**config.mk**
```make
export PLATFORM = sky130hd
export DESIGN_NAME = id_stage_buf
export DESIGN_NICKNAME = d
export VERILOG_FILES = /design/src/rtl/id_stage_buf.sv
export SDC_FILE = /design/constraint.sdc
export NUM_CORES = 1
export LEC_CHECK = 0
export BUFFER_PORTS_ARGS = -buffer_cell sky130_fd_sc_hd__buf_2
export CORE_UTILIZATION = 35
export CTS_BUF_LIST = sky130_fd_sc_hd__clkbuf_8
export CTS_CLUSTER_DIAMETER = 100
export DETAILED_ROUTE_END_ITERATION = 10
export PLACE_DENSITY = 0.6
export SLEW_MARGIN = 10
export SYNTH_ARGS = -nofsm -noshare
export SYNTH_HDL_FRONTEND = slang
export SYNTH_SLANG_ARGS = --single-unit
```
**constraint.sdc**
```tcl
create_clock -name clk -period 10.8 [get_ports clk]
set_input_delay 2.16 -clock clk [delete_from_list [all_inputs] [get_ports clk]]
set_output_delay 2.16 -clock clk [all_outputs]
set_load 0.1 [all_outputs]
```
**src/rtl/id_stage_buf.sv**
```systemverilog
// ---------------------------------------------------------------------------
// id_stage_buf
//   Buffered instruction-decode stage between IF_ID and ID_EX.
//   Fetched instructions are queued in an IBUF_DEPTH-entry FIFO. The head
//   entry is decoded combinationally and loaded into the ID output register.
//   Load-use hazards against the output register insert bubbles, which are
//   counted in a saturating counter.
//
// Parameters
//   IBUF_DEPTH  FIFO entries (>= 1, any integer)
//   HAZARD_EN   1 = insert load-use bubbles, 0 = never stall on hazards
//   CNT_W       width of bubble_cnt
//
// Ports
//   clk, rst_          clock, synchronous active-high reset
//   flush, stall       from EX: discard everything / hold output register
//   if_valid/if_ready  handshake toward IF (if_pc, if_instr carry payload)
//   id_valid, id_pc    registered instruction toward ID_EX
//   opcode, rd_addr, rs1_addr, rs2_addr, func3, func7, imm, illegal
//                      registered decode results
//   bubble_cnt         number of hazard bubbles inserted (saturating)
// ---------------------------------------------------------------------------
module id_stage_buf #(
    parameter int IBUF_DEPTH = 2,
    parameter int HAZARD_EN  = 1,
    parameter int CNT_W      = 16
) (
    input  logic             clk,
    input  logic             rst_,
    input  logic             flush,
    input  logic             stall,
    input  logic             if_valid,
    input  logic [31:0]      if_pc,
    input  logic [31:0]      if_instr,
    output logic             if_ready,
    output logic             id_valid,
    output logic [31:0]      id_pc,
    output logic [6:0]       opcode,
    output logic [4:0]       rd_addr,
    output logic [4:0]       rs1_addr,
    output logic [4:0]       rs2_addr,
    output logic [2:0]       func3,
    output logic [6:0]       func7,
    output logic [31:0]      imm,
    output logic             illegal,
    output logic [CNT_W-1:0] bubble_cnt
);

    localparam int PTR_W    = (IBUF_DEPTH > 1) ? $clog2(IBUF_DEPTH) : 1;
    localparam int CNT_BITS = $clog2(IBUF_DEPTH + 1);
    localparam logic [CNT_BITS-1:0] DEPTH_C = CNT_BITS'(IBUF_DEPTH);

    localparam logic [6:0] OPC_LOAD   = 7'b0000011;
    localparam logic [6:0] OPC_FENCE  = 7'b0001111;
    localparam logic [6:0] OPC_OPIMM  = 7'b0010011;
    localparam logic [6:0] OPC_AUIPC  = 7'b0010111;
    localparam logic [6:0] OPC_STORE  = 7'b0100011;
    localparam logic [6:0] OPC_OP     = 7'b0110011;
    localparam logic [6:0] OPC_LUI    = 7'b0110111;
    localparam logic [6:0] OPC_BRANCH = 7'b1100011;
    localparam logic [6:0] OPC_JALR   = 7'b1100111;
    localparam logic [6:0] OPC_JAL    = 7'b1101111;
    localparam logic [6:0] OPC_SYSTEM = 7'b1110011;

    // FIFO storage and bookkeeping
    logic [31:0]         r_pc_mem    [IBUF_DEPTH];
    logic [31:0]         r_instr_mem [IBUF_DEPTH];
    logic [PTR_W-1:0]    r_head;
    logic [PTR_W-1:0]    r_tail;
    logic [CNT_BITS-1:0] r_count;

    // Output register
    logic             r_id_valid;
    logic [31:0]      r_id_pc;
    logic [31:0]      r_instr;
    logic [31:0]      r_imm;
    logic             r_illegal;
    logic [CNT_W-1:0] r_bubble_cnt;

    logic        w_push;
    logic        w_pop;
    logic        w_head_valid;
    logic [31:0] w_head_pc;
    logic [31:0] w_head_instr;
    logic [31:0] w_imm;
    logic        w_illegal;
    logic        w_rs1_used;
    logic        w_rs2_used;
    logic        w_hazard;

    // Pointers wrap explicitly so non-power-of-two depths work.
    function automatic logic [PTR_W-1:0] next_ptr(input logic [PTR_W-1:0] p);
        return (p == PTR_W'(IBUF_DEPTH - 1)) ? '0 : p + PTR_W'(1);
    endfunction

    // Readiness depends only on occupancy: no push-while-full bypass even
    // when the head is being popped in the same cycle.
    assign if_ready     = !rst_ && (r_count < DEPTH_C);
    assign w_push       = if_valid && if_ready && !flush;
    assign w_head_valid = (r_count != '0);
    assign w_head_pc    = r_pc_mem[r_head];
    assign w_head_instr = r_instr_mem[r_head];

    // Immediate format, illegal flag and register usage of the head entry
    always_comb begin
        w_imm      = '0;
        w_illegal  = 1'b0;
        w_rs1_used = 1'b1;
        w_rs2_used = 1'b0;
        case (w_head_instr[6:0])
            OPC_LOAD, OPC_OPIMM, OPC_JALR, OPC_SYSTEM, OPC_FENCE:
                w_imm = {{20{w_head_instr[31]}}, w_head_instr[31:20]};
            OPC_STORE: begin
                w_imm      = {{20{w_head_instr[31]}}, w_head_instr[31:25],
                              w_head_instr[11:7]};
                w_rs2_used = 1'b1;
            end
            OPC_BRANCH: begin
                w_imm      = {{19{w_head_instr[31]}}, w_head_instr[31],
                              w_head_instr[7], w_head_instr[30:25],
                              w_head_instr[11:8], 1'b0};
                w_rs2_used = 1'b1;
            end
            OPC_LUI, OPC_AUIPC: begin
                w_imm      = {w_head_instr[31:12], 12'b0};
                w_rs1_used = 1'b0;
            end
            OPC_JAL: begin
                w_imm      = {{11{w_head_instr[31]}}, w_head_instr[31],
                              w_head_instr[19:12], w_head_instr[20],
                              w_head_instr[30:21], 1'b0};
                w_rs1_used = 1'b0;
            end
            OPC_OP:
                w_rs2_used = 1'b1;
            default:
                w_illegal = 1'b1;
        endcase
    end

    // Load in the output register whose result the head instruction needs
    assign w_hazard = (HAZARD_EN != 0) && r_id_valid
                   && (r_instr[6:0] == OPC_LOAD) && (r_instr[11:7] != 5'd0)
                   && w_head_valid
                   && ((w_rs1_used && (w_head_instr[19:15] == r_instr[11:7]))
                    || (w_rs2_used && (w_head_instr[24:20] == r_instr[11:7])));

    assign w_pop = !flush && !stall && w_head_valid && !w_hazard;

    // Storage array: no reset needed, occupancy is tracked by r_count
    always_ff @(posedge clk) begin
        if (w_push) begin
            r_pc_mem[r_tail]    <= if_pc;
            r_instr_mem[r_tail] <= if_instr;
        end
    end

    always_ff @(posedge clk) begin
        if (rst_ || flush) begin
            r_head  <= '0;
            r_tail  <= '0;
            r_count <= '0;
        end else begin
            if (w_push)
                r_tail <= next_ptr(r_tail);
            if (w_pop)
                r_head <= next_ptr(r_head);
            case ({w_push, w_pop})
                2'b10:   r_count <= r_count + CNT_BITS'(1);
                2'b01:   r_count <= r_count - CNT_BITS'(1);
                default: r_count <= r_count;
            endcase
        end
    end

    always_ff @(posedge clk) begin
        if (rst_) begin
            r_id_valid   <= 1'b0;
            r_id_pc      <= '0;
            r_instr      <= '0;
            r_imm        <= '0;
            r_illegal    <= 1'b0;
            r_bubble_cnt <= '0;
        end else if (flush) begin
            r_id_valid <= 1'b0;
            r_id_pc    <= '0;
            r_instr    <= '0;
            r_imm      <= '0;
            r_illegal  <= 1'b0;
        end else if (stall) begin
            r_id_valid <= r_id_valid;
        end else if (w_head_valid && !w_hazard) begin
            r_id_valid <= 1'b1;
            r_id_pc    <= w_head_pc;
            r_instr    <= w_head_instr;
            r_imm      <= w_imm;
            r_illegal  <= w_illegal;
        end else if (w_head_valid) begin
            // Bubble: zeroed register also clears the load, so the hazard
            // resolves on the following cycle.
            r_id_valid <= 1'b0;
            r_id_pc    <= '0;
            r_instr    <= '0;
            r_imm      <= '0;
            r_illegal  <= 1'b0;
            if (r_bubble_cnt != '1)
                r_bubble_cnt <= r_bubble_cnt + CNT_W'(1);
        end else begin
            r_id_valid <= 1'b0;
        end
    end

    assign id_valid   = r_id_valid;
    assign id_pc      = r_id_pc;
    assign opcode     = r_instr[6:0];
    assign rd_addr    = r_instr[11:7];
    assign func3      = r_instr[14:12];
    assign rs1_addr   = r_instr[19:15];
    assign rs2_addr   = r_instr[24:20];
    assign func7      = r_instr[31:25];
    assign imm        = r_imm;
    assign illegal    = r_illegal;
    assign bubble_cnt = r_bubble_cnt;

endmodule

```
==> results.md <==
- The flow ran to the end, and the final reports show no timing, DRC or antenna violations.
- The worst path in the final design needs a cycle of 5.140 ns, including I/O delays and setup.
- The first-pass GRT wire length is 39520 µm.
- The cell with the biggest individual delay on the critical path is buf_2.
- Power spread over the standard cell area amounts to approximately 160 nW/µm².
- At the end of the flow, the number of nets in the layout was 1069.
- The number of max-slew violations in the final report came to 0.
- In the layout the commonest cells are buf_2, edfxtp_1, dfxtp_1, nand2_1, a21oi_1.
- Setup violations remaining at the end of the flow were counted as 0.
- For this run the aggregate overflow at the end of global routing stands at 0.
- The detailed placer's ending HPWL is roughly 16000 µm.
- The average vias per placed instance is between 4 and 5.
- The highest attainable clock frequency is 0.1945 GHz.
- In the global route stage, overall resource usage came out at roughly 18%.
- The total setup buffers inserted after CTS is 0.
- After clock tree synthesis, the repair step resized 0 gates.
- The setup path with the least slack is of type in -> out.
- The portion of the clock cycle consumed by the worst path in the final layout is 47.60%.
- The kind of capture point of the worst setup path is an output pin.
- For this run, the slowest stage of the critical path takes 0.44 ns.
- The detailed router put a total of between 10000 and 15000 µm of wire on met1.
- After detailed routing, the met3 layer carries 1671 µm of wire.
- The most critical setup path has its startpoint at rst_.
- In this run the static leakage power is 0.004343 µW.
- The via total after detailed routing is 7012.
- Measured against its own limit, the worst slew margin works out to 38.56%.
- Pin placement for this block handled ~180 I/O pins.
- The signal on the critical path passes through buf_2 > nor2_1 > buf_2.
- Of the cells placed in the final design, the portion with a size suffix greater than 1 is 30.56%.
- At the end of the flow the core is filled with cells to 43.50%.
- The cell area after synthesis is 9809 µm².
- The initial core utilization is 36.00%.
- The post-synthesis area per instance is 12.08 µm².
- After clock tree synthesis, the flow added hold-fix buffers numbering 0.
- Counting distinct cell types in the post-synthesis netlist gives 64.
- The H-tree generated during clock tree synthesis spans 2 levels.
- The logic depth of the worst register-to-register path is 9.
- The final estimated routing congestion in global placement is roughly 0.78.
- For this run, design rule violations remaining after detail routing come to 0.
- The die span in x is 169.4 µm.
- TritonCTS built the clock tree.
- Clock latency on the worst-skew pair, taken at its later pin, is around 0.54 ns.
- The core region is 27250 µm².
- The number of input and output port buffers inserted is 183.
- For this run, the register share of the synthesized area comes to 63.47%.
- The sum of routed wire length over all layers is 25190 µm.
- The worst hold path passes through 2 cells.
- The tool flagged a number of max-cap violations equal to 0.
- The arrival time of the worst setup path is 2.98 ns.
- Yosys mapped a number of flops with a built-in enable equal to 128.
- The top routing layer in use is met5.
- The vertical die dimension is 169.4 µm.
- The TritonCTS buffer count is 44.
- The via count of the first global-routing pass came to 7009.
- The startpoint identified for the worst hold timing path is r_instr[19]$_SDFFE_PP0P_.
- After routing, the total negative slack on setup checks comes to 0 ns.
- When the netlist entered floorplanning its net count stood at 883.
- The growth of design area from synthesis to finish is 20.85%.
- The highest ir drop seen on vdd is 0.08697 mV.
- Clock tree synthesis selected as its root buffer the cell clkbuf_8.
- Setup repair after global routing left no endpoint under its margin.
- Synthesis handed over a netlist of just over 800 instances.
- The routed design uses between 10000 and 15000 µm of met2 wire.
- Dividing the detail-routed wire length by the instance count gives between 15 and 20 µm.
- The initial DRC count is 343.
- Data on the critical path is required at its endpoint by 8.64 ns.
- Leaving out fill and tap cells, the most frequent cell in the layout is buf_2.
- The area of the die is 28700 µm².
- Before CTS, the worst setup slack after placement is 5.654 ns.
- Along the worst path, the maximum fanout reaches 20.
- The tightest hold path in the finished design has a slack of 0.4499 ns.
- The main flop type after synthesis is edfxtp_1.
- The longest clock path from root to sink contains 3 buffers.
- The startpoint kind of the worst setup timing path is a primary input.
- The count of clock tree sinks is between 200 and 250.
- The synthesized design contains 247 register bits.
- The clock arrives with 0.03380 ns of skew.
- The most numerous cell type found on the critical path is buf_2.
- During synthesis, Yosys emitted a total of 0 warnings.
- The total count of hold-check failures in the final report is 0.
- After clock tree synthesis, the clock-pin slew on the worst setup and hold paths is 0.06 ns.
- The path class of the lowest-slack min-delay path is reg -> reg.
- The transition time at the pin with the least slew margin is 0.9215 ns.
- The first detailed-routing pass took 5 iterations.
- The post-synthesis async set-or-reset flop share is 0%.
- The number of placement rows is 60.
- The number of nets with antenna violations after detailed routing is 0.
- The worst path meets setup with about 5.7 ns of slack.
- The initial antenna violation count came to 4.
- Entering global routing, the biggest net connects 81 pins.
-- per-layer routing --
metal  track usage (%)  vias to the layer above
met5                 0                        -
met4             5.640                        2
met3             4.851                       50
met2             29.13                      221
met1             22.79                     3372
li1                  -                     3367
-- path summary, 6_finish.rpt --
check | to | slack, ns
max | if_ready | 5.66
min | r_instr[19]$_SDFFE_PP0P_ | 0.45
max reg2reg | imm[30]$_SDFFE_PP0P_ | 6.78
min reg2reg | r_instr[19]$_SDFFE_PP0P_ | 0.45
-- synthesized netlist by cell type, types with 6 or more instances --
| cell | count | share of area [%] |
|---|---|---|
| xnor2_1 | 26 | 2.3 |
| a22o_1 | 24 | 2.1 |
| nand3_1 | 67 | 3.4 |
| clkbuf_1 | 38 | 1.5 |
| nor2_1 | 49 | 1.9 |
| o21ai_0 | 20 | 1.0 |
| a21oi_1 | 74 | 3.8 |
| dfxtp_1 | 119 | 24 |
| a32oi_1 | 8 | 0.71 |
| edfxtp_1 | 128 | 39 |
| nand3b_1 | 9 | 0.69 |
| nand4_1 | 6 | 0.38 |
| nand2_1 | 85 | 3.3 |
| mux2_2 | 47 | 5.4 |
| mux2i_1 | 16 | 1.6 |
| buf_2 | 6 | 0.31 |
-- final cells by class --
cell class	count	area [µm²]
fillers	2649	15400
flip-flops and latches	247	6230
multi-input cells	511	3344
repair buffers	192	983.4
clock buffers	47	646.9
well taps	372	465.4
clock inverters	35	170.2
inverters	2	7.507
diodes	3	7.507
-- report_power, final --
group / total (µW) / switching (µW) / leakage (µW) / internal [µW]
Combinational: 67.5 / 45.8 / 0.00174 / 21.8
Sequential: 1000 / 4.02 / 0.00212 / 998
Clock: 801 / 376 / 0.000483 / 426
-- per-stage QoR --
stage | std cells | total power [µW] | cell area (µm²)
3_3_place_gp | 1324 | 1089 | 11030
4_1_cts | 1406 | 1899 | 11850
5_1_grt | 1407 | 1946 | 11850
3_5_place_dp | 1324 | 1090 | 11030
6_report | 1409 | 1871 | 11860
2_1_floorplan | 812 | 1061 | 9809
-- sequential cells by signal, summed over array words and instances, names as in the netlist, named ones only --
register	count
r_instr_mem	64
r_pc_mem	64
id_pc	32
imm	32
r_instr	32
bubble_cnt	16
r_count	2
id_valid	1
illegal	1
r_head	1
r_tail	1
-- cells by family after synthesis --
group | Yosys count | synth area share (%)
AND/OR/NAND/NOR | 253 | 12.50
flip-flops | 247 | 63.47
AO/OA/AOI/OAI | 158 | 10.37
multiplexers | 69 | 8.061
buffers and inverters | 54 | 2.755
XOR/XNOR | 29 | 2.589
adder cells (fa/ha/maj) | 2 | 0.2551
-- worst max-delay path, delay by kind of cell --
family | cells | cell delay (ns)
buffers and inverters | 2 | 0.66
and+or+nand+nor | 1 | 0.15
(Power assumes the default switching activity.)
